### src/rtl/mult_pkg.sv
// Shared definitions for the shift-add multiplier slice.
//   MULT_N     : default operand width
//   cntWidth() : width of the step counter for an N-bit operand
//   multCtrl_t : control bundle shared by the control unit and the datapath
package mult_pkg;

   localparam int unsigned MULT_N = 8;

   // The counter must hold N-1; never narrower than one bit.
   function automatic int unsigned cntWidth(input int unsigned n);
      return (n < 2) ? 1 : $clog2(n);
   endfunction

   localparam int unsigned MULT_CW = cntWidth(MULT_N);

   typedef struct packed {
      logic loadA;
      logic resetA;
      logic resetC;
      logic decC;
      logic shift;
   } multCtrl_t;

endpackage

### src/rtl/mult_step_counter.sv
// Step counter for the shift-add multiplier.
//   Clk, Reset (async, active low)
//   ResetC : preset count to N-1 (wins over DecC)
//   DecC   : decrement, saturating at zero
//   Z      : count == 0 (combinational)
module mult_step_counter
   import mult_pkg::*;
#(
   parameter int unsigned N = MULT_N
) (
   input  logic Clk,
   input  logic Reset,
   input  logic ResetC,
   input  logic DecC,
   output logic Z
);

   localparam int unsigned CW = cntWidth(N);

   logic [CW-1:0] countQ;

   always_ff @(posedge Clk or negedge Reset) begin
      if (!Reset) begin
         countQ <= '0;
      end else if (ResetC) begin
         countQ <= CW'(N - 1);
      end else if (DecC && (countQ != '0)) begin
         countQ <= countQ - 1'b1;
      end
   end

   assign Z = (countQ == '0);

endmodule

### src/rtl/mult_datapath.sv
// Datapath of an unsigned shift-add multiplier.
//   Clk, Reset (async, active low)
//   DataIn  : shared operand bus (multiplicand via LoadB, multiplier via LoadQ)
//   LoadB, LoadQ, LoadA, ResetA, ResetC, DecC, Shift, LoadP : datapath controls
//   Z       : step counter is zero
//   Q0      : Q[0], selects whether the next step accumulates
//   Done    : only with MULT_DONE_EN; one-cycle pulse after the final step
//   Product : captured {A,Q}
module mult_datapath
   import mult_pkg::*;
#(
   parameter int unsigned N = MULT_N
) (
   input  logic           Clk,
   input  logic           Reset,
   input  logic [N-1:0]   DataIn,
   input  logic           LoadB,
   input  logic           LoadQ,
   input  logic           LoadA,
   input  logic           ResetA,
   input  logic           ResetC,
   input  logic           DecC,
   input  logic           Shift,
   input  logic           LoadP,
   output logic           Z,
   output logic           Q0,
`ifdef MULT_DONE_EN
   output logic           Done,
`endif
   output logic [2*N-1:0] Product
);

   multCtrl_t ctrl;

   logic [N-1:0]   bQ;
   logic [N-1:0]   qQ;
   logic [N-1:0]   aQ;
   logic           eQ;
   logic [2*N-1:0] pQ;
   logic [N:0]     sum;
   logic           shiftIn;

   assign ctrl.loadA  = LoadA;
   assign ctrl.resetA = ResetA;
   assign ctrl.resetC = ResetC;
   assign ctrl.decC   = DecC;
   assign ctrl.shift  = Shift;

   assign sum = {1'b0, aQ} + {1'b0, bQ};

   // A clear in the same cycle as a shift means Q sees the cleared accumulator.
   assign shiftIn = ctrl.resetA ? 1'b0 : aQ[0];

   always_ff @(posedge Clk or negedge Reset) begin
      if (!Reset) begin
         bQ <= '0;
         qQ <= '0;
         aQ <= '0;
         eQ <= 1'b0;
         pQ <= '0;
      end else begin
         if (LoadB) begin
            bQ <= DataIn;
         end

         if (ctrl.resetA) begin
            {eQ, aQ} <= '0;
         end else if (ctrl.loadA) begin
            {eQ, aQ} <= sum;
         end else if (ctrl.shift) begin
            {eQ, aQ} <= {1'b0, eQ, aQ[N-1:1]};
         end

         if (LoadQ) begin
            qQ <= DataIn;
         end else if (ctrl.shift) begin
            qQ <= {shiftIn, qQ[N-1:1]};
         end

         if (LoadP) begin
            pQ <= {aQ, qQ};
         end
      end
   end

   mult_step_counter #(
      .N (N)
   ) uStepCounter (
      .Clk    (Clk),
      .Reset  (Reset),
      .ResetC (ctrl.resetC),
      .DecC   (ctrl.decC),
      .Z      (Z)
   );

`ifdef MULT_DONE_EN
   logic doneQ;

   // Z is the pre-edge count, so Shift+DecC with Z high is the last step.
   always_ff @(posedge Clk or negedge Reset) begin
      if (!Reset) begin
         doneQ <= 1'b0;
      end else begin
         doneQ <= ctrl.shift && ctrl.decC && Z;
      end
   end

   assign Done = doneQ;
`endif

   assign Q0      = qQ[0];
   assign Product = pQ;

endmodule

### config.mk
export PLATFORM = sky130hd
export DESIGN_NAME = mult_datapath
export DESIGN_NICKNAME = d
export VERILOG_FILES = /design/src/rtl/mult_pkg.sv /design/src/rtl/mult_step_counter.sv /design/src/rtl/mult_datapath.sv
export SDC_FILE = /design/constraint.sdc
export NUM_CORES = 1
export LEC_CHECK = 0
export ABC_CLOCK_PERIOD_IN_PS = 2060
export CELL_PAD_IN_SITES_DETAIL_PLACEMENT = 0
export CELL_PAD_IN_SITES_GLOBAL_PLACEMENT = 1
export CORE_ASPECT_RATIO = 1.4
export CORE_MARGIN = 5
export CORE_UTILIZATION = 42
export DETAILED_ROUTE_END_ITERATION = 8
export PLACE_DENSITY_LB_ADDON = 0.1
export SETUP_SLACK_MARGIN = 0.15
export SYNTH_ARGS = -nofsm -noshare
export SYNTH_HDL_FRONTEND = slang
export SYNTH_SLANG_ARGS = --single-unit
### constraint.sdc
create_clock -name Clk -period 2.06 [get_ports Clk]
set_clock_uncertainty 0.15 [all_clocks]
set_input_delay 0.412 -clock Clk [delete_from_list [all_inputs] [get_ports Clk]]
set_output_delay 0.412 -clock Clk [all_outputs]
set_load 0.01 [all_outputs]
==> reports/qor.txt <==
outcome: completed
port bufs: 35
Final GP Congestion: 0.816
utilization after layout: 55.5%
# hold bufs at CTS: 0
Rows: 31
vias per std cell: 5.21
worst hold margin: 0.0220 ns
Die Ht: 96.3 um
min cycle time layout: 1.95 ns
final wirelength: 4.63 mm
drt initial violations: 77
ys async rst share: 100%
Yosys top cell by area: dfrtp_1
Synth Flop Type: dfrtp_1
register area share after synthesis: 49.3%
setup TNS: 0 ns
full die area: 6900 um^2
Yosys warning total: 0
DIE WIDTH: 71.6 um
antenna diode count: 0
Pwr Density: 811 nW/um^2
crit path DAT: 1.98 ns
Post-Syn Area: 2230 um^2
first-pass GRT wire length: 7.57 mm
Post-synth EDFFs: 0
synthesis-to-layout area growth: 28.2%
final hold violations: 0
Fill cells: 458
Post-Syn Nets: 221
DRT Pass-1 Iters: 4
clk_lat worst skew: 0.29 ns
largest net degree at the start of global routing: 45
dpl cells: 289
Starting Density: 43.3%
endpoints failing setup: 0
root buffer cell: clkbuf_8
Layout Nets: 264
crit path max fanout: 2
synthesized instance count: 192
non-filler cells, final: 302
f_max: 514 MHz
CTS tree: built
Yosys cell types: 38
Max-Cap Viols: 0
WS Path Type: register to register
Worst VDD drop: 0.448 mV
Seq cells post-synth: 44
count leader, synth: dfrtp_1
Worst Tran Pin Value: 0.556 ns
initial antenna violation count: 0
M3 GR Usage: 2.72%
final worst-path cycle share: 94.5%
M1 GR Usage: 16.0%
I/O pin count: 36
Detailed Place HPWL: 3.37 mm
critical path data required time: 2.09 ns
drt drc: 0
vias in the first global route: 1622
grt ovf: 0
share of cells above drive strength 1: 25.0%
Worst-path clk slew: 0.08 ns
grt met2 use: 26.0%
Core ar.: 5160 um^2
Vias: 1573
CTS sink cnt: 44
Startpoint Class: register
RSZ-0062 raised after global routing: yes
Critical R2R Launch: bQ[0]
critical path capture point type: register
share of the synthesized area in the top cell type: 49.3%
leakage: 1.28 nW
deepest clock path buffer count: 2
Pins Over Slew Limit: 0
Routed Antenna Nets: 0
Total GRT Usage: 14.2%
top cells by count, synth: dfrtp_1 (44), mux2_2 (23), mux2i_1 (12)
reg2reg path depth: 7
Max-Slew Margin vs Limit: 63.0%
reg2reg end: aQ[5]
GR peak layer: met2
H-tree Lvls: 2
WL per Instance: 15.3 um
r2r setup slk: 0.11 ns
top cells by area, synth: dfrtp_1 (49%), mux2_2 (12%), ha_1 (5.6%)
syn_area_per_cell: 11.6 um^2
Num CTS Buffers: 5
HP Class: primary input to asynchronous set/reset pin
==> timing repair <==
action | 4_1_cts | 5_1_grt
gates resized for setup | 7 | 12
pin swaps | 5 | 5
endpoints found under the setup margin | 6 | 6
setup buffers | 3 | 2
==> critical path, cell delays in order, from the launching register on <==
cell and delay [ns]:
dfrtp_1 0.41, ha_4 0.17, buf_4 0.14, a211oi_4 0.21, nor2_1 0.09, or4_1 0.43, a41oi_2 0.19, nor2_1 0.05
==> worst max path at each step <==
stage | startpoint | end | slack, ns | cells past startpoint
final | bQ[0] | aQ[5] | 0.11 | 7
after global routing | bQ[0] | aQ[5] | 0.04 | 7
after CTS | uStepCounter.countQ[0] | Z | 0.12 | 4
after detailed placement | aQ[1] | aQ[5] | 0.09 | 6
after global placement | aQ[1] | aQ[5] | 0.11 | 6
after floorplan | aQ[1] | aQ[5] | 0.17 | 6
==> flip-flops by register name, indices dropped and copies added, names as in the netlist <==
| signal | count |
|---|---|
| Product | 16 |
| aQ | 8 |
| bQ | 8 |
| qQ | 8 |
| uStepCounter.countQ | 3 |
| eQ | 1 |
==> metrics by stage <==
step | area, um^2 | worst slack [ns] | total power (W)
after detailed placement | 2650 | 0.0878 | 0.00164
after global placement | 2650 | 0.106 | 0.00162
after CTS | 2800 | 0.123 | 0.00232
after floorplan | 2230 | 0.175 | 0.00140
after global routing | 2860 | 0.0354 | 0.00246
final | 2860 | 0.113 | 0.00232
==> cell type report <==
| type | count | area (um^2) | area share (%) |
|---|---|---|---|
| multi-input combinational | 131 | 1090 | 38.2 |
| clock inverter | 2 | 35.0 | 1.22 |
| clock buffer | 6 | 72.6 | 2.53 |
| timing repair buffer | 47 | 455 | 15.9 |
| inverter | 6 | 22.5 | 0.786 |
| sequential | 44 | 1100 | 38.4 |
| tap | 66 | 82.6 | 2.88 |
==> cells in the final DEF, fill, tap and decap left out, types with 2 or more instances in the layout <==
cell type        synthesis  final
o211ai_1                 2      2
ha_2                     0      3
nor2b_1                  7      7
mux2_2                  23     23
a211oi_1                 8      7
ha_1                    10      5
nand2_1                 11     11
dfrtp_1                 44     44
xor2_1                   2      2
a21o_1                   3      3
ha_4                     0      2
clkbuf_8                 3      5
buf_12                   0      2
nand4_1                  2      2
a211o_1                  2      2
mux2i_1                 12     12
nor2_1                  10     10
o21ai_1                  0      2
inv_1                    6      5
buf_4                    1     10
nand3_1                  3      3
a21oi_1                  8      7
nand2b_1                 3      3
o21ai_0                 11      9
clkdlybuf4s50_1          0     33
==> routing by layer <==
layer  up-vias  wire [um]
met3         7        159
met2        24       2480
met5         -          0
met4         0         74
li1        772          -
met1       770       1920
==> cell families (layout without fill, tap and decap cells) <==
group                      Yosys count  after routing  share of synthesized area [%]
and+or+nand+nor                     42             42                           9.29
adders and majority gates           11             11                           6.49
buffers and inverters               17             61                           4.98
DFF                                 44             44                           49.3
xor gates and xnor gates             4              4                           1.57
AOI/OAI and AO/OA                   39             39                           11.4
muxes                               35             35                           17.0
==> where the power goes <==
part           switching (W)  internal (W)  leakage (nW)
Combinational       0.000285      0.000350         0.678
Clock               0.000287      0.000360        0.0552
Sequential         0.0000727      0.000970         0.545
Note: power is estimated with default switching activity, not from simulation.
